**src/rtl/ps2_key_receiver_pkg.sv**
```systemverilog
// PS/2 receiver shared types and constants: FSM state encoding, scan-code prefixes.
// Latency: n/a (package only).
// Backpressure: n/a (package only).
package ps2_pkg;

  localparam int PS2_DATA_BITS = 8;

  localparam logic [PS2_DATA_BITS-1:0] PS2_BREAK = 8'hF0;
  localparam logic [PS2_DATA_BITS-1:0] PS2_EXT   = 8'hE0;

  typedef enum logic [1:0] {
    IDLE,
    DATA,
    PARITY,
    STOP
  } ps2_state_t;

  // PS/2 uses odd parity: the data bits together with the parity bit
  // must contain an odd number of ones.
  function automatic logic ps2_parity_ok(input logic [PS2_DATA_BITS-1:0] data,
                                         input logic                     par);
    return ^{data, par};
  endfunction

endpackage

```
**src/rtl/ps2_key_receiver_if.sv**
```systemverilog
// Bundle of PS/2 pins plus the decoded key outputs seen by the processor.
// Latency: n/a (wires only).
// Backpressure: none; the consumer samples on the one-cycle pulses.
// Ports: ps2_clk/ps2_data (pins into receiver), ps2_out/ps2_key_pressed/frame_err (receiver out).
interface ps2_key_receiver_if;
  import ps2_pkg::*;

  logic                     ps2_clk;
  logic                     ps2_data;
  logic [PS2_DATA_BITS-1:0] ps2_out;
  logic                     ps2_key_pressed;
  logic                     frame_err;

  // Receiver side
  modport master (
    input  ps2_clk,
    input  ps2_data,
    output ps2_out,
    output ps2_key_pressed,
    output frame_err
  );

  // Board pins / processor side
  modport slave (
    output ps2_clk,
    output ps2_data,
    input  ps2_out,
    input  ps2_key_pressed,
    input  frame_err
  );

endinterface

```
**src/rtl/ps2_key_receiver_sync.sv**
```systemverilog
// Two-flop synchroniser for the PS/2 clock/data pins plus a registered falling-edge tick.
// Latency: pin fall -> fall_tick high 3 clock cycles later; data_sync is aligned with fall_tick.
// Backpressure: none; fall_tick is a single-cycle pulse.
// Ports: clock, reset (sync, active-low), ps2_clk/ps2_data pins in, data_sync/fall_tick out.
module sync_fall_detect (
  input  logic clock,
  input  logic reset,
  input  logic ps2_clk,
  input  logic ps2_data,
  output logic data_sync,
  output logic fall_tick
);

  logic clk_s1, clk_s2, clk_prev;
  logic data_s1, data_s2;

  // Everything resets to 1 (the idle level of the bus) so that releasing
  // reset never fabricates a falling edge.
  always_ff @(posedge clock) begin
    if (!reset) begin
      clk_s1    <= 1'b1;
      clk_s2    <= 1'b1;
      clk_prev  <= 1'b1;
      data_s1   <= 1'b1;
      data_s2   <= 1'b1;
      data_sync <= 1'b1;
      fall_tick <= 1'b0;
    end else begin
      clk_s1    <= ps2_clk;
      clk_s2    <= clk_s1;
      clk_prev  <= clk_s2;
      data_s1   <= ps2_data;
      data_s2   <= data_s1;
      // Registered so the tick and the sampled data leave this block together;
      // PS/2 data is stable for half a bit period around the clock fall.
      fall_tick <= clk_prev & ~clk_s2;
      data_sync <= data_s2;
    end
  end

endmodule

```
**src/rtl/ps2_key_receiver.sv**
```systemverilog
// PS/2 keyboard frame receiver: deserialise, parity/stop check, break/extended filter, stall timeout.
// Latency: outputs update 4 clock cycles after the stop-bit falling edge at the pin.
// Backpressure: none; ps2_key_pressed and frame_err are one-cycle pulses the consumer must catch.
// Ports: clock, reset (sync, active-low), bus (ps2_key_receiver_if.master: pins in, key/err out).
module ps2_key_receiver
  import ps2_pkg::*;
#(
  parameter int TIMEOUT_CYCLES = 5000,
  parameter int BREAK_FILTER   = 1
) (
  input  logic                clock,
  input  logic                reset,
  ps2_key_receiver_if.master  bus
);

  localparam int CNT_W = $clog2(TIMEOUT_CYCLES + 1);
  localparam int BIT_W = $clog2(PS2_DATA_BITS);

  localparam logic [CNT_W-1:0] TIMEOUT_VAL = CNT_W'(TIMEOUT_CYCLES);
  localparam logic [BIT_W-1:0] LAST_BIT    = BIT_W'(PS2_DATA_BITS - 1);

  logic data_sync;
  logic fall_tick;

  ps2_state_t               state;
  logic [BIT_W-1:0]         bit_cnt;
  logic [PS2_DATA_BITS-1:0] shift_reg;
  logic                     parity_bit;
  logic [CNT_W-1:0]         idle_cnt;
  logic                     break_pending;
  logic [PS2_DATA_BITS-1:0] out_q;
  logic                     key_pressed_q;
  logic                     frame_err_q;

  sync_fall_detect u_sync (
    .clock     (clock),
    .reset     (reset),
    .ps2_clk   (bus.ps2_clk),
    .ps2_data  (bus.ps2_data),
    .data_sync (data_sync),
    .fall_tick (fall_tick)
  );

  always_ff @(posedge clock) begin
    if (!reset) begin
      state         <= IDLE;
      bit_cnt       <= '0;
      shift_reg     <= '0;
      parity_bit    <= 1'b0;
      idle_cnt      <= '0;
      break_pending <= 1'b0;
      out_q         <= '0;
      key_pressed_q <= 1'b0;
      frame_err_q   <= 1'b0;
    end else begin
      key_pressed_q <= 1'b0;
      frame_err_q   <= 1'b0;

      // Stall detector: only runs mid-frame, saturates rather than wrapping.
      if (state == IDLE || fall_tick) begin
        idle_cnt <= '0;
      end else if (idle_cnt != TIMEOUT_VAL) begin
        idle_cnt <= idle_cnt + 1'b1;
      end

      if (fall_tick) begin
        case (state)
          IDLE: begin
            // A high "start bit" is a glitch or mis-sync; stay put.
            if (!data_sync) begin
              state   <= DATA;
              bit_cnt <= '0;
            end
          end
          DATA: begin
            shift_reg <= {data_sync, shift_reg[PS2_DATA_BITS-1:1]};
            bit_cnt   <= bit_cnt + 1'b1;
            if (bit_cnt == LAST_BIT) begin
              state <= PARITY;
            end
          end
          PARITY: begin
            parity_bit <= data_sync;
            state      <= STOP;
          end
          STOP: begin
            state <= IDLE;
            if (data_sync && ps2_parity_ok(shift_reg, parity_bit)) begin
              if (BREAK_FILTER != 0) begin
                // F0 arms suppression of the released key's code; E0 is a
                // prefix only and must not disturb a pending break.
                if (shift_reg == PS2_BREAK) begin
                  break_pending <= 1'b1;
                end else if (shift_reg == PS2_EXT) begin
                  break_pending <= break_pending;
                end else if (break_pending) begin
                  break_pending <= 1'b0;
                end else begin
                  out_q         <= shift_reg;
                  key_pressed_q <= 1'b1;
                end
              end else begin
                out_q         <= shift_reg;
                key_pressed_q <= 1'b1;
              end
            end else begin
              frame_err_q <= 1'b1;
            end
          end
          default: state <= IDLE;
        endcase
      end else if (state != IDLE && idle_cnt == TIMEOUT_VAL) begin
        // Abandon the stalled frame; break_pending survives so a release
        // sequence split by a stall is still honoured.
        state       <= IDLE;
        bit_cnt     <= '0;
        shift_reg   <= '0;
        frame_err_q <= 1'b1;
      end
    end
  end

  assign bus.ps2_out         = out_q;
  assign bus.ps2_key_pressed = key_pressed_q;
  assign bus.frame_err       = frame_err_q;

endmodule

```
**src/flat_wrapper.sv**
```systemverilog
// flat-port wrapper written by rule: the top's interface ports become plain ports
module ps2_key_receiver_flat import ps2_pkg::*;
#(
  parameter int TIMEOUT_CYCLES = 5000,
  parameter int BREAK_FILTER   = 1
)
  (clock, reset, bus_ps2_clk, bus_ps2_data, bus_ps2_out, bus_ps2_key_pressed, bus_frame_err);
  ps2_key_receiver_if bus_i ();
  input  logic clock;
  input  logic reset;
  input wire logic [$bits(bus_i.ps2_clk)-1:0] bus_ps2_clk;
  input wire logic [$bits(bus_i.ps2_data)-1:0] bus_ps2_data;
  output wire logic [$bits(bus_i.ps2_out)-1:0] bus_ps2_out;
  output wire logic [$bits(bus_i.ps2_key_pressed)-1:0] bus_ps2_key_pressed;
  output wire logic [$bits(bus_i.frame_err)-1:0] bus_frame_err;
  assign bus_i.ps2_clk = bus_ps2_clk;
  assign bus_i.ps2_data = bus_ps2_data;
  assign bus_ps2_out = bus_i.ps2_out;
  assign bus_ps2_key_pressed = bus_i.ps2_key_pressed;
  assign bus_frame_err = bus_i.frame_err;
  ps2_key_receiver #(.TIMEOUT_CYCLES(TIMEOUT_CYCLES), .BREAK_FILTER(BREAK_FILTER)) u_core (.clock(clock), .reset(reset), .bus(bus_i));
endmodule
```
**config.mk**
```make
export PLATFORM = sky130hd
export DESIGN_NAME = ps2_key_receiver_flat
export DESIGN_NICKNAME = d
export VERILOG_FILES = /design/src/rtl/ps2_key_receiver_pkg.sv /design/src/rtl/ps2_key_receiver_if.sv /design/src/rtl/ps2_key_receiver_sync.sv /design/src/rtl/ps2_key_receiver.sv /design/src/flat_wrapper.sv
export SDC_FILE = /design/constraint.sdc
export NUM_CORES = 1
export LEC_CHECK = 0
export CORE_MARGIN = 5
export CORE_UTILIZATION = 55
export CTS_CLUSTER_SIZE = 24
export DETAILED_ROUTE_END_ITERATION = 10
export HOLD_SLACK_MARGIN = 0.05
export PLACE_DENSITY = 0.72
export SLEW_MARGIN = 20
export SYNTH_ARGS = -nofsm -noshare
export SYNTH_HDL_FRONTEND = slang
export SYNTH_SLANG_ARGS = --single-unit
```
**constraint.sdc**
```tcl
create_clock -name clock -period 5.6 [get_ports clock]
set_clock_uncertainty 0.2 [all_clocks]
set_input_delay 0.84 -clock clock [delete_from_list [all_inputs] [get_ports clock]]
set_output_delay 0.84 -clock clock [all_outputs]
set_load 0.1 [all_outputs]
```
# Yosys cells after proc, flatten, opt, wreduce, memory -nomap -nowiden
# Cells that the tools add are included.
word_totals:
  ff_bits: 45
  in_bits: 4
  out_inout_bits: 10
  word_cells: 74
classes:
  add_sub_neg: 2
  eq_ne: 13
  muxes: 19
  n_bitwise: 9
  reduce_logical: 15
ops:
  columns: ["cell", "n"]
  rows:
  - ["$mux W8", 3]
  - ["$eq A8 B8 Y1 const B", 2]
  - ["$add A13 B1 Y13 const B", 1]
  - ["$eq A13 B13 Y1 const B", 1]
  - ["$ne A13 B13 Y1 const B", 1]
  - ["$mux W3", 3]
  - ["$reduce_xor A9 Y1", 1]
  - ["$mux W2", 4]
  - ["$not A1 Y1", 8]
  - ["$pmux W2 S4", 1]
  - ["$mux W1", 7]
  - ["$pmux W3 S2", 1]
  - ["$reduce_and A3 Y1", 2]
  - ["$reduce_and A6 Y1", 1]
  - ["$reduce_or A6 Y1", 1]
  - ["$eq A2 B2 Y1 const B", 2]
  - ["$ne A2 B1 Y1 const B", 2]
  - ["$reduce_and A2 Y1", 2]
  - ["$reduce_and A4 Y1", 1]
  - ["$reduce_bool A2 Y1", 2]
  - ["$add A3 B1 Y3 const B", 1]
  - ["$eq A3 B3 Y1 const B", 1]
  - ["$ne A3 B1 Y1 const B", 1]
  - ["$ne A3 B2 Y1 const B", 1]
  - ["other kinds (7)", 8]

# Longest topological paths before layout
# Gate-level depths: netlist (run 1).
depth:
  word_depth: 5
  ltp_mapped: 8
  ltp_nobuf: 7

# Cells and area by module
# A second synthesis (run 1) with hierarchy kept.
unflattened:
  hier_cells: 225
  area_unflattened_um2: 2129.5
modules_own_cells:
  columns: ["module", "instances", "cells_each", "area_each_um2", "seq_area_each_um2"]
  rows:
  - ["ps2_key_receiver", 1, 211, 1943.1, 760.7]
  - ["sync_fall_detect", 1, 14, 186.4, 140.1]

# Worst setup path after synthesis (run 1)
# OpenSTA, ideal clock, no wires.
synth_timing:
  path_type: "reg-to-reg"
  startpoint: "register u_core.idle_cnt[4]"
  endpoint: "register u_core.shift_reg[0]"
  setup_ps: 128
  arrival_time_ps: 1847
  required_ps: 5272
  path_slack_ps: 3425
  path_stages_with_launch: 7
  n_path_buf: 1
  period_less_slack_ps: 2175
  path_cell_list: "dfxtp_1 or4b_4 or3_1 buf_2 o31a_4 a22oi_1 nor2_1"
synth_between:
  elab_chain_cells: 4
synth_lines:
  columns: ["element", "line", "rtl"]
  rows:
  - ["start, declared", "ps2_key_receiver.sv:29", "logic [CNT_W-1:0] idle_cnt;"]
  - ["start signal, assigned", "ps2_key_receiver.sv:63", "idle_cnt <= idle_cnt + 1'b1;"]
  - ["$eq A13 B13 Y1", "ps2_key_receiver.sv:112", "end else if (state != IDLE && idle_cnt == TIMEOUT_VAL) begin"]
  - ["$logic_and A1 B1 Y1", "ps2_key_receiver.sv:112", null]
  - ["$reduce_bool A2 Y1 (no line)", null, null]
  - ["$reduce_and A2 Y1 (no line)", null, null]
  - ["end signal, assigned", "ps2_key_receiver.sv:76", "shift_reg <= {data_sync, shift_reg[PS2_DATA_BITS-1:1]};"]
  - ["end, declared", "ps2_key_receiver.sv:27", "logic [PS2_DATA_BITS-1:0] shift_reg;"]
# No other way between the ends.
# A chain may end at the register's enable or synchronous reset.

# Worst setup path in the final report (run 1)
layout_timing:
  startpoint: "register u_core.out_q[3], in the netlist u_core.bus.ps2_out[3]"
  endpoint: "output port bus_ps2_out[3]"
layout_lines:
  columns: ["element", "line", "rtl"]
  rows:
  - ["start, declared", "ps2_key_receiver.sv:31", "logic [PS2_DATA_BITS-1:0] out_q;"]
  - ["start signal, assigned", "ps2_key_receiver.sv:99", "out_q <= shift_reg;"]
  - ["start signal, assigned", "ps2_key_receiver.sv:103", "out_q <= shift_reg;"]
  - ["end, declared", "flat_wrapper.sv:13", "output wire logic [$bits(bus_i.ps2_out)-1:0] bus_ps2_out;"]
# No word-level cell between the ends.

==> results of run 1 <==
## where the power goes
| group | switching [uW] | internal [uW] | leakage (uW) |
|---|---|---|---|
| Combinational | 4.95 | 3.10 | 0.000345 |
| Clock | 90.9 | 59.4 | 0.0000314 |
| Sequential | 1.29 | 322 | 0.000364 |
| Total | 97.1 | 384 | 0.000740 |
## worst register-to-register path, stage by stage, from the launching register on
cell	delay [ns]
dfxtp_1	0.36
or4b_4	0.55
or3_1	0.51
o31a_4	0.36
a22oi_1	0.16
nor2_1	0.06
## cell type report
class                           instances  area (um2)
Inverter                                9        33.8
Timing Repair Buffer                   13         130
Multi-Input combinational cell        149         987
Tap cell                               46        57.6
Clock buffer                            7        55.1
Sequential cell                        45         901
Fill cell                             268        1220
## cell usage after synthesis (2+ instances only)
library cell   n  area [um2]
nand2b_1       7        43.8
o2111ai_1      2        17.5
o21ai_0        2        10.0
nand2_1       25        93.8
dfxtp_1       45         901
nand4_1        4        25.0
or3_1          5        31.3
a22oi_1        8        60.1
buf_2          2        10.0
nor3_1         2        10.0
o32ai_1        2        17.5
a21oi_1        8        40.0
mux2i_1        9        90.1
and2_1         4        25.0
xor2_1         6        52.6
xnor2_1        9        78.8
inv_1          8        30.0
nor2_1        26        97.6
clkbuf_1       7        26.3
nor3b_1        2        15.0
ha_1           8         100
nand3_1        6        30.0
## routing by layer
| metal | part of all wire | global-route usage | vias up |
|---|---|---|---|
| met2 | 0.51 | 0.273 | 27 |
| li1 | - | - | 746 |
| met3 | 0.036 | 0.0377 | 9 |
| met1 | 0.43 | 0.176 | 681 |
| met4 | 0.021 | 0.0766 | 0 |
| met5 | 0 | 0 | - |
## worst paths after layout
path,endpoint,cells after the start,start
max reg2reg,u_core.shift_reg[7],5,u_core.idle_cnt[4]
min,u_core.u_sync.fall_tick,2,u_core.u_sync.clk_prev
min reg2reg,u_core.u_sync.fall_tick,2,u_core.u_sync.clk_prev
max,bus_ps2_out[3],1,u_core.bus.ps2_out[3]
## metrics by stage
stage	util	hold WS [ns]	setup slack, ns	cell area [um2]
CTS	0.639	0.223	2.71	2160
floorplan	-	0.186	3.43	1960
global placement	0.622	0.193	2.49	2110
global route	0.639	0.244	2.61	2160
finish	0.639	0.218	2.72	2160
detailed placement	0.622	0.201	2.39	2110
## layout by cell type, fill, tap and decap left out, drive strengths merged, types with 8 or more instances in the layout
cell,n
a21oi,8
a22oi,8
clkdlybuf4s50,13
dfxtp,45
ha,8
inv,9
mux2i,9
nand2,25
nor2,26
xnor2,9
## kinds of logic after synthesis
kind of cell / after synthesis
XOR/XNOR: 16
flip-flops: 45
AND/OR/NAND/NOR: 88
AO/OA/AOI/OAI: 27
multiplexers: 10
buffers and inverters: 18
adder cells (fa/ha/maj): 8
==> impl_metrics.ini, run 1 <==
[routing]
drc_errors = 0
routed-via-count = 1463
drt_first_pass_iters = 4
post_drt_via_cell_ratio = 5.44
ant_nets = 0
drt_iter0_drc = 77
wl_per_cell_um = 13.3
wl_um = 3580

[pwr]
cellPowerDensity_nw_per_um2 = 222
ir_worst_vdd_mv = 0.150
fin_total_pwr_uw = 481
p_leak_uw = 0.000740

[logic_synthesis]
netlist_area_um2 = 1960
synth_edf_count = 0
synth_ff_type = dfxtp_1
syn_area_per_cell_um2 = 9.24
synth_compound_gate_area_share = 0.0978
ys_seq_elements = 45
synthMuxAreaShare = 0.0518
syn_nets = 224
synth_warnings = 0
ys_async_sr_fraction = 0
synth-adder-area-share = 0.0511
ys_types = 37
syn_inst = 212
synth_top_family_by_area = simple AND/OR/NAND/NOR gates
synthSimpleGateAreaFrac = 0.225
yosysSeqAreaShare = 0.460
synthXorXnorAreaFrac = 0.0786

[worst_hold_path]
hold_class = reg -> reg

[critical_path]
worstSetupPathType = reg -> out
r2r_setup_slack_ns = 3.29
path_buf_inv = 1
endpoint_kind = primary output
arrival_ns = 1.84
crit_family = buffers and inverters
critical-path-max-stage-delay_ns = 1.14
startpoint_type = register
crit_path_top_delay_cell = clkdlybuf4s50_1
cp.required_ns = 4.56
crit_chain = clkdlybuf4s50_1
crit_fanout = 2

[place]
port_buffers = 13
dpl.hpwl_um = 2620
place_congestion = 0.798
dp_cells = 262

[clock_network]
cts-root-buf = clkbuf_4
cts-buffers-inserted = 5
clkTransAtPathRegs_ns = 0.11
htreeDepth = 2
ctsHoldBuffers = 0
cts_resized = 0
tritoncts = done
cts_max_path_buffers = 2
insertion_delay_ns = 0.34
postCtsSetupBuffers = 0
cts.sinks = 45

[finish]
largest_reg_flops = 13
syn2layout_area_growth_pct = 10.5
nNetsFinal = 235
final_layout_size_suffix_gt1_frac = 0.0448
num_antenna_cells = 0
final_cells = 269

[global_routing]
gr-total-overflow = 0
grt.total_usage = 0.156
grt_max_degree = 25
grt_first_pass_wirelength_um = 6290
first_global_vias = 1487
antenna_found_initial = 0

[status]
status = finished, final reports clean

[floorplanning]
initial_core_util = 0.578
core.rowCount = 21
num_io_pins = 14
dieArea_um2 = 4850
core-area_um2 = 3390
die_w_um = 69.7
die_y_um = 69.7

[flow_run]
drv_cap = 0

[timing]
period_needed_ns = 2.88
fmax_mhz = 348
rsz0062_at_grt = no
hold_violations = 0
worstMarginPinSlew_ns = 0.975
finalCritPeriodShare = 0.514
drv_slew = 0
timing.slew.headroom = 0.348
setup_viol = 0
setup_tns_ns = 0
(Power assumes the default switching activity.)
==> run 2, diff against run 1 <==
==> constraint.sdc (replaced) <==
create_clock -name clock -period 2.9 [get_ports clock]
set_clock_uncertainty 0.2 [all_clocks]
set_input_delay 0.435 -clock clock [delete_from_list [all_inputs] [get_ports clock]]
set_output_delay 0.435 -clock clock [all_outputs]
set_load 0.1 [all_outputs]
==> run 2 against run 1 <==
  * Design area unchanged
  * Worst setup slack worse by 2.2 ns
  * Die area unchanged
  * Flip-flop and latch count unchanged
  * Via count up 3.6%
  * Global-route usage about the same
  * Critical path depth up 4
  * Total power up 110%
  * Worst hold slack worse by 0.00058 ns
  * Combinational power up 100%
  * Count of clock-buffer cells in the layout down 2
==> impl_metrics.ini, run 2 (synthesized netlist as in run 1, its figures left out) <==
[status]
status = finished, final reports clean

[clock_network]
postCtsSetupBuffers = 0
cts-buffers-inserted = 5
insertion_delay_ns = 0.34
htreeDepth = 2
ctsHoldBuffers = 0
cts_max_path_buffers = 2
tritoncts = done
cts.sinks = 45
cts-root-buf = clkbuf_4
clkTransAtPathRegs_ns = 0.12
cts_resized = 0

[finish]
final_common_cell = dfxtp_1
nNetsFinal = 236
syn2layout_area_growth_pct = 10.5
final_cells = 270
largest_reg_flops = 13
num_antenna_cells = 0
final_layout_size_suffix_gt1_frac = 0.0982
fill_cells = 305
layout_common_cells = 45 x dfxtp_1, 26 x nor2_1, 25 x nand2_1, 11 x buf_4
utilization = 0.639

[global_routing]
antenna_found_initial = 0
gr-total-overflow = 0
first_global_vias = 1453
grt_first_pass_wirelength_um = 6220
grt.total_usage = 0.156
grt_max_degree = 24

[pwr]
cellPowerDensity_nw_per_um2 = 464
ir_worst_vdd_mv = 0.327
p_leak_uw = 0.000775

[critical_path]
crit_family = XOR/XNOR gates
crit_fanout = 9
crit_chain = xnor2_1, xnor3_1, xnor2_1, and3_1, mux2i_1
arrival_ns = 2.41
endpoint_kind = register
critical-path-max-stage-delay_ns = 0.50
cp_common_cell = xnor2_1
startpoint_type = register
crit_path_top_delay_cell = and3_1
cp.required_ns = 2.97
worstSetupPathType = reg -> reg
path_buf_inv = 0

[flow_run]
drv_cap = 0

[place]
dp_slack_ns = 0.599
port_buffers = 13
place_congestion = 0.803
dp_cells = 263
dpl.hpwl_um = 2660

[timing]
timing.slew.headroom = 0.663
period_needed_ns = 2.34
setup_tns_ns = 0
hold_ws_ns = 0.217
fmax_mhz = 428
setup_viol = 0
worstMarginPinSlew_ns = 0.504
finalCritPeriodShare = 0.805
hold_violations = 0
drv_slew = 0
worst_slack_ns = 0.565
rsz0062_at_grt = no

[routing]
drt_first_pass_iters = 4
wl_per_cell_um = 13.7
drt_iter0_drc = 105
routed-via-count = 1515
ant_nets = 0
wl_um = 3710
post_drt_via_cell_ratio = 5.61
drc_errors = 0

[floorplanning]
initial_core_util = 0.578
core-area_um2 = 3390
die_y_um = 69.7
die_w_um = 69.7
core.rowCount = 21
num_io_pins = 14
dieArea_um2 = 4850

[worst_hold_path]
hold_class = reg -> reg
[run 2: worst paths after layout]
| path | startpoint | endpoint | slack (ns) | cells past startpoint |
|---|---|---|---|---|
| max | u_core.shift_reg[2] | u_core.bus.ps2_out[6] | 0.56 | 5 |
| min | u_core.u_sync.data_s1 | u_core.u_sync.data_s2 | 0.22 | 1 |
| max reg2reg | u_core.shift_reg[2] | u_core.bus.ps2_out[6] | 0.56 | 5 |
| min reg2reg | u_core.u_sync.data_s1 | u_core.u_sync.data_s2 | 0.22 | 1 |
[run 2: per-layer routing]
metal,GRT usage,vias up,share of wire
li1,-,753,-
met1,0.176,716,0.43
met2,0.273,42,0.51
met3,0.0522,4,0.050
met4,0.0553,0,0.010
met5,0,-,0
[run 2: metrics by stage]
stage | total power, uW | cell area, um2
3_5_place_dp | 654 | 2090
6_report | 1000 | 2160
3_3_place_gp | 654 | 2090
5_1_grt | 1050 | 2160
2_1_floorplan | 647 | 1960
4_1_cts | 1010 | 2160
[run 2: worst register-to-register path: stages (launching register included)]
cell	delay (ns)
dfxtp_1	0.43
xnor2_1	0.16
xnor3_1	0.44
xnor2_1	0.28
and3_1	0.50
mux2i_1	0.25
[run 2: power breakdown]
part | leakage (uW) | total [uW] | switching, uW | internal, uW
Combinational | 0.000370 | 16.4 | 9.51 | 6.86
Clock | 0.0000410 | 364 | 188 | 176
Sequential | 0.000364 | 624 | 2.42 | 622
Total | 0.000775 | 1000 | 200 | 804
[run 2: final cells by class]
class                      instances  area [um2]  area share
clock buffer                       5        37.5      0.0173
clock inverter                     2        35.0      0.0162
inverter                           9        33.8      0.0156
multi-input combinational        149         987       0.456
sequential                        45         901       0.416
tap                               46        57.6      0.0266
timing repair buffer              14         113      0.0520
==> run 3, diff against run 2 <==
--- a/config.mk
+++ b/config.mk
@@ -6,11 +6,11 @@
 export NUM_CORES = 1
 export LEC_CHECK = 0
 export CORE_MARGIN = 5
-export CORE_UTILIZATION = 55
+export CORE_UTILIZATION = 51
 export CTS_CLUSTER_SIZE = 24
 export DETAILED_ROUTE_END_ITERATION = 10
 export HOLD_SLACK_MARGIN = 0.05
-export PLACE_DENSITY = 0.72
+export PLACE_DENSITY = 0.71
 export SLEW_MARGIN = 20
 export SYNTH_ARGS = -nofsm -noshare
 export SYNTH_HDL_FRONTEND = slang
==> constraint.sdc (replaced) <==
create_clock -name clock -period 2 [get_ports clock]
set_clock_uncertainty 0.2 [all_clocks]
set_input_delay 0.3 -clock clock [delete_from_list [all_inputs] [get_ports clock]]
set_output_delay 0.3 -clock clock [all_outputs]
set_load 0.1 [all_outputs]
==> run 3 against run 2 <==
  * Largest cell class unchanged
  * First-iteration DRC count decreased by 55%
  * The run now ends with negative setup slack left
  * Largest power group unchanged
  * Critical path depth is the same
  * Flip-flop and latch count stayed put
==> impl_metrics.ini, run 3 (synthesized netlist as in run 1, its figures left out) <==
[timing]
setup_viol = 10
fmax_mhz = 484
rsz0062_at_grt = yes
hold_violations = 0
finalCritPeriodShare = 1.03
worst_slack_ns = -0.0652
drv_slew = 0
period_needed_ns = 2.07
timing.slew.headroom = 0.671
worstMarginPinSlew_ns = 0.493

[finish]
multi_input_area_um2 = 1060
num_antenna_cells = 0
final-seq-area_um2 = 903
utilization = 0.657
largest_reg_flops = 13
nNetsFinal = 257
syn2layout_area_growth_pct = 23.8
fill_cells = 300
layout_common_cells = 43 x dfxtp_1, 31 x buf_4, 26 x nor2_1, 25 x nand2_1, 9 x mux2i_1
final_common_cell = dfxtp_1
final_layout_size_suffix_gt1_frac = 0.233

[pwr]
ir_worst_vdd_mv = 0.371
cellPowerDensity_nw_per_um2 = 616
internal_power_uw = 1190
fin_total_pwr_uw = 1490
p_leak_uw = 0.000905
seqPwrFrac = 0.605
switchingPower_uw = 307
clkPwrFrac = 0.377
p_comb_frac = 0.017
swShare = 0.206

[floorplanning]
dieArea_um2 = 5180
core.rowCount = 22
num_io_pins = 14
die_w_um = 72.0
die_y_um = 72.0
core-area_um2 = 3690
initial_core_util = 0.531

[global_routing]
grt_max_degree = 24
grt.total_usage = 0.159
first_global_vias = 1439
gr-total-overflow = 0
antenna_found_initial = 0
grt_first_pass_wirelength_um = 6470

[clock_network]
cts-root-buf = clkbuf_8
tritoncts = done
htreeDepth = 2
clkTransAtPathRegs_ns = 0.08
cts-buffers-inserted = 5
cts.sinks = 45
insertion_delay_ns = 0.30
cts_max_path_buffers = 2

[routing]
ant_nets = 0
drt_iter0_drc = 47
drc_errors = 0
wl_per_cell_um = 12.7
post_drt_via_cell_ratio = 5.24
routed-via-count = 1536
wl_um = 3730
drt_first_pass_iters = 4

[worst_hold_path]
hold_class = reg -> reg
holdPathStages = 1

[critical_path]
cp-startpoint = u_core.idle_cnt[5]
crit_path_top_delay_cell = or4b_4
crit_chain = or4b_4, or3_4, o31a_4, a22oi_2, nor2_1
crit-reg2reg-launch = u_core.idle_cnt[5]
crit_fanout = 8
endpoint_kind = register
startpoint_type = register
timing.rr.end = u_core.shift_reg[5]
crit_path_end = u_core.shift_reg[5]
cp.required_ns = 2.00
arrival_ns = 2.06
worstSetupPathType = reg -> reg
critical-path-max-stage-delay_ns = 0.54
r2r_setup_slack_ns = -0.07
r2r_cells = 5

[place]
port_buffers = 13
dpl.hpwl_um = 2530
dp_slack_ns = -0.136
place_congestion = 0.737

[status]
violations = negative setup slack
status = complete, but fails checks

[flow_run]
drv_cap = 0
## run 3: cell types whose count changed in the layout (fill, tap and decap cells not counted), sizes merged
cell,delta
buf,+21
bufinv,-1
clkbuf,+2
clkinv,-1
## run 3: worst min-delay path by stage
stage | startpoint | endpoint | slack, ns
after floorplan | reset | u_core.u_sync.clk_s1 | 0.17
after global placement | u_core.u_sync.clk_s1 | u_core.u_sync.clk_s2 | 0.19
after detailed placement | u_core.u_sync.data_s1 | u_core.u_sync.data_s2 | 0.19
after CTS | u_core.u_sync.data_s1 | u_core.u_sync.data_s2 | 0.21
after global routing | u_core.u_sync.data_s1 | u_core.u_sync.data_s2 | 0.23
final | u_core.u_sync.data_s1 | u_core.u_sync.data_s2 | 0.21
## run 3: layout make-up
type | count | area share
flip-flops and latches | 45 | 0.373
inverters | 9 | 0.0139
repair buffers | 35 | 0.117
multi-input cells | 149 | 0.437
well taps | 48 | 0.0248
clock buffers | 7 | 0.0356
## run 3: repair_timing
item,CTS,global route
buffers inserted,1,0
resized for setup,11,5
pin swaps,11,3
hold buffers,0,0
endpoints found under the setup margin,9,22
## run 3: power groups by stage
stage / sequential (uW) / combinational (uW) / clock, uW
global placement: 925 / 25.9 / 0
floorplan: 923 / 15.0 / 0
CTS: 904 / 26.4 / 579
global route: 905 / 29.6 / 622
detailed placement: 925 / 26.1 / 0
finish: 904 / 25.9 / 563
## run 3: layer usage
layer	up-vias	GRT usage	wire [um]
met5	-	0	0
met4	0	0.0647	69
met3	8	0.0485	185
met2	28	0.256	1810
met1	711	0.197	1660
li1	789	-	-
## run 3: worst max-delay path, delay by kind of cell (launching register included)
family,cells,cell delay (ns)
AOI/OAI and AO/OA,2,0.51
DFF,1,0.32
and+or+nand+nor,3,0.94
## run 3: stage by stage
stage          cells  setup TNS (ns)  instance area [um2]  hold WS [ns]
6_report         293          -0.430                 2420         0.210
5_1_grt          293           -2.03                 2420         0.232
4_1_cts          293          -0.392                 2400         0.211
3_5_place_dp     285          -0.985                 2260         0.193
3_3_place_gp     285          -0.798                 2260         0.193
2_1_floorplan    212           -1.33                 1960         0.173
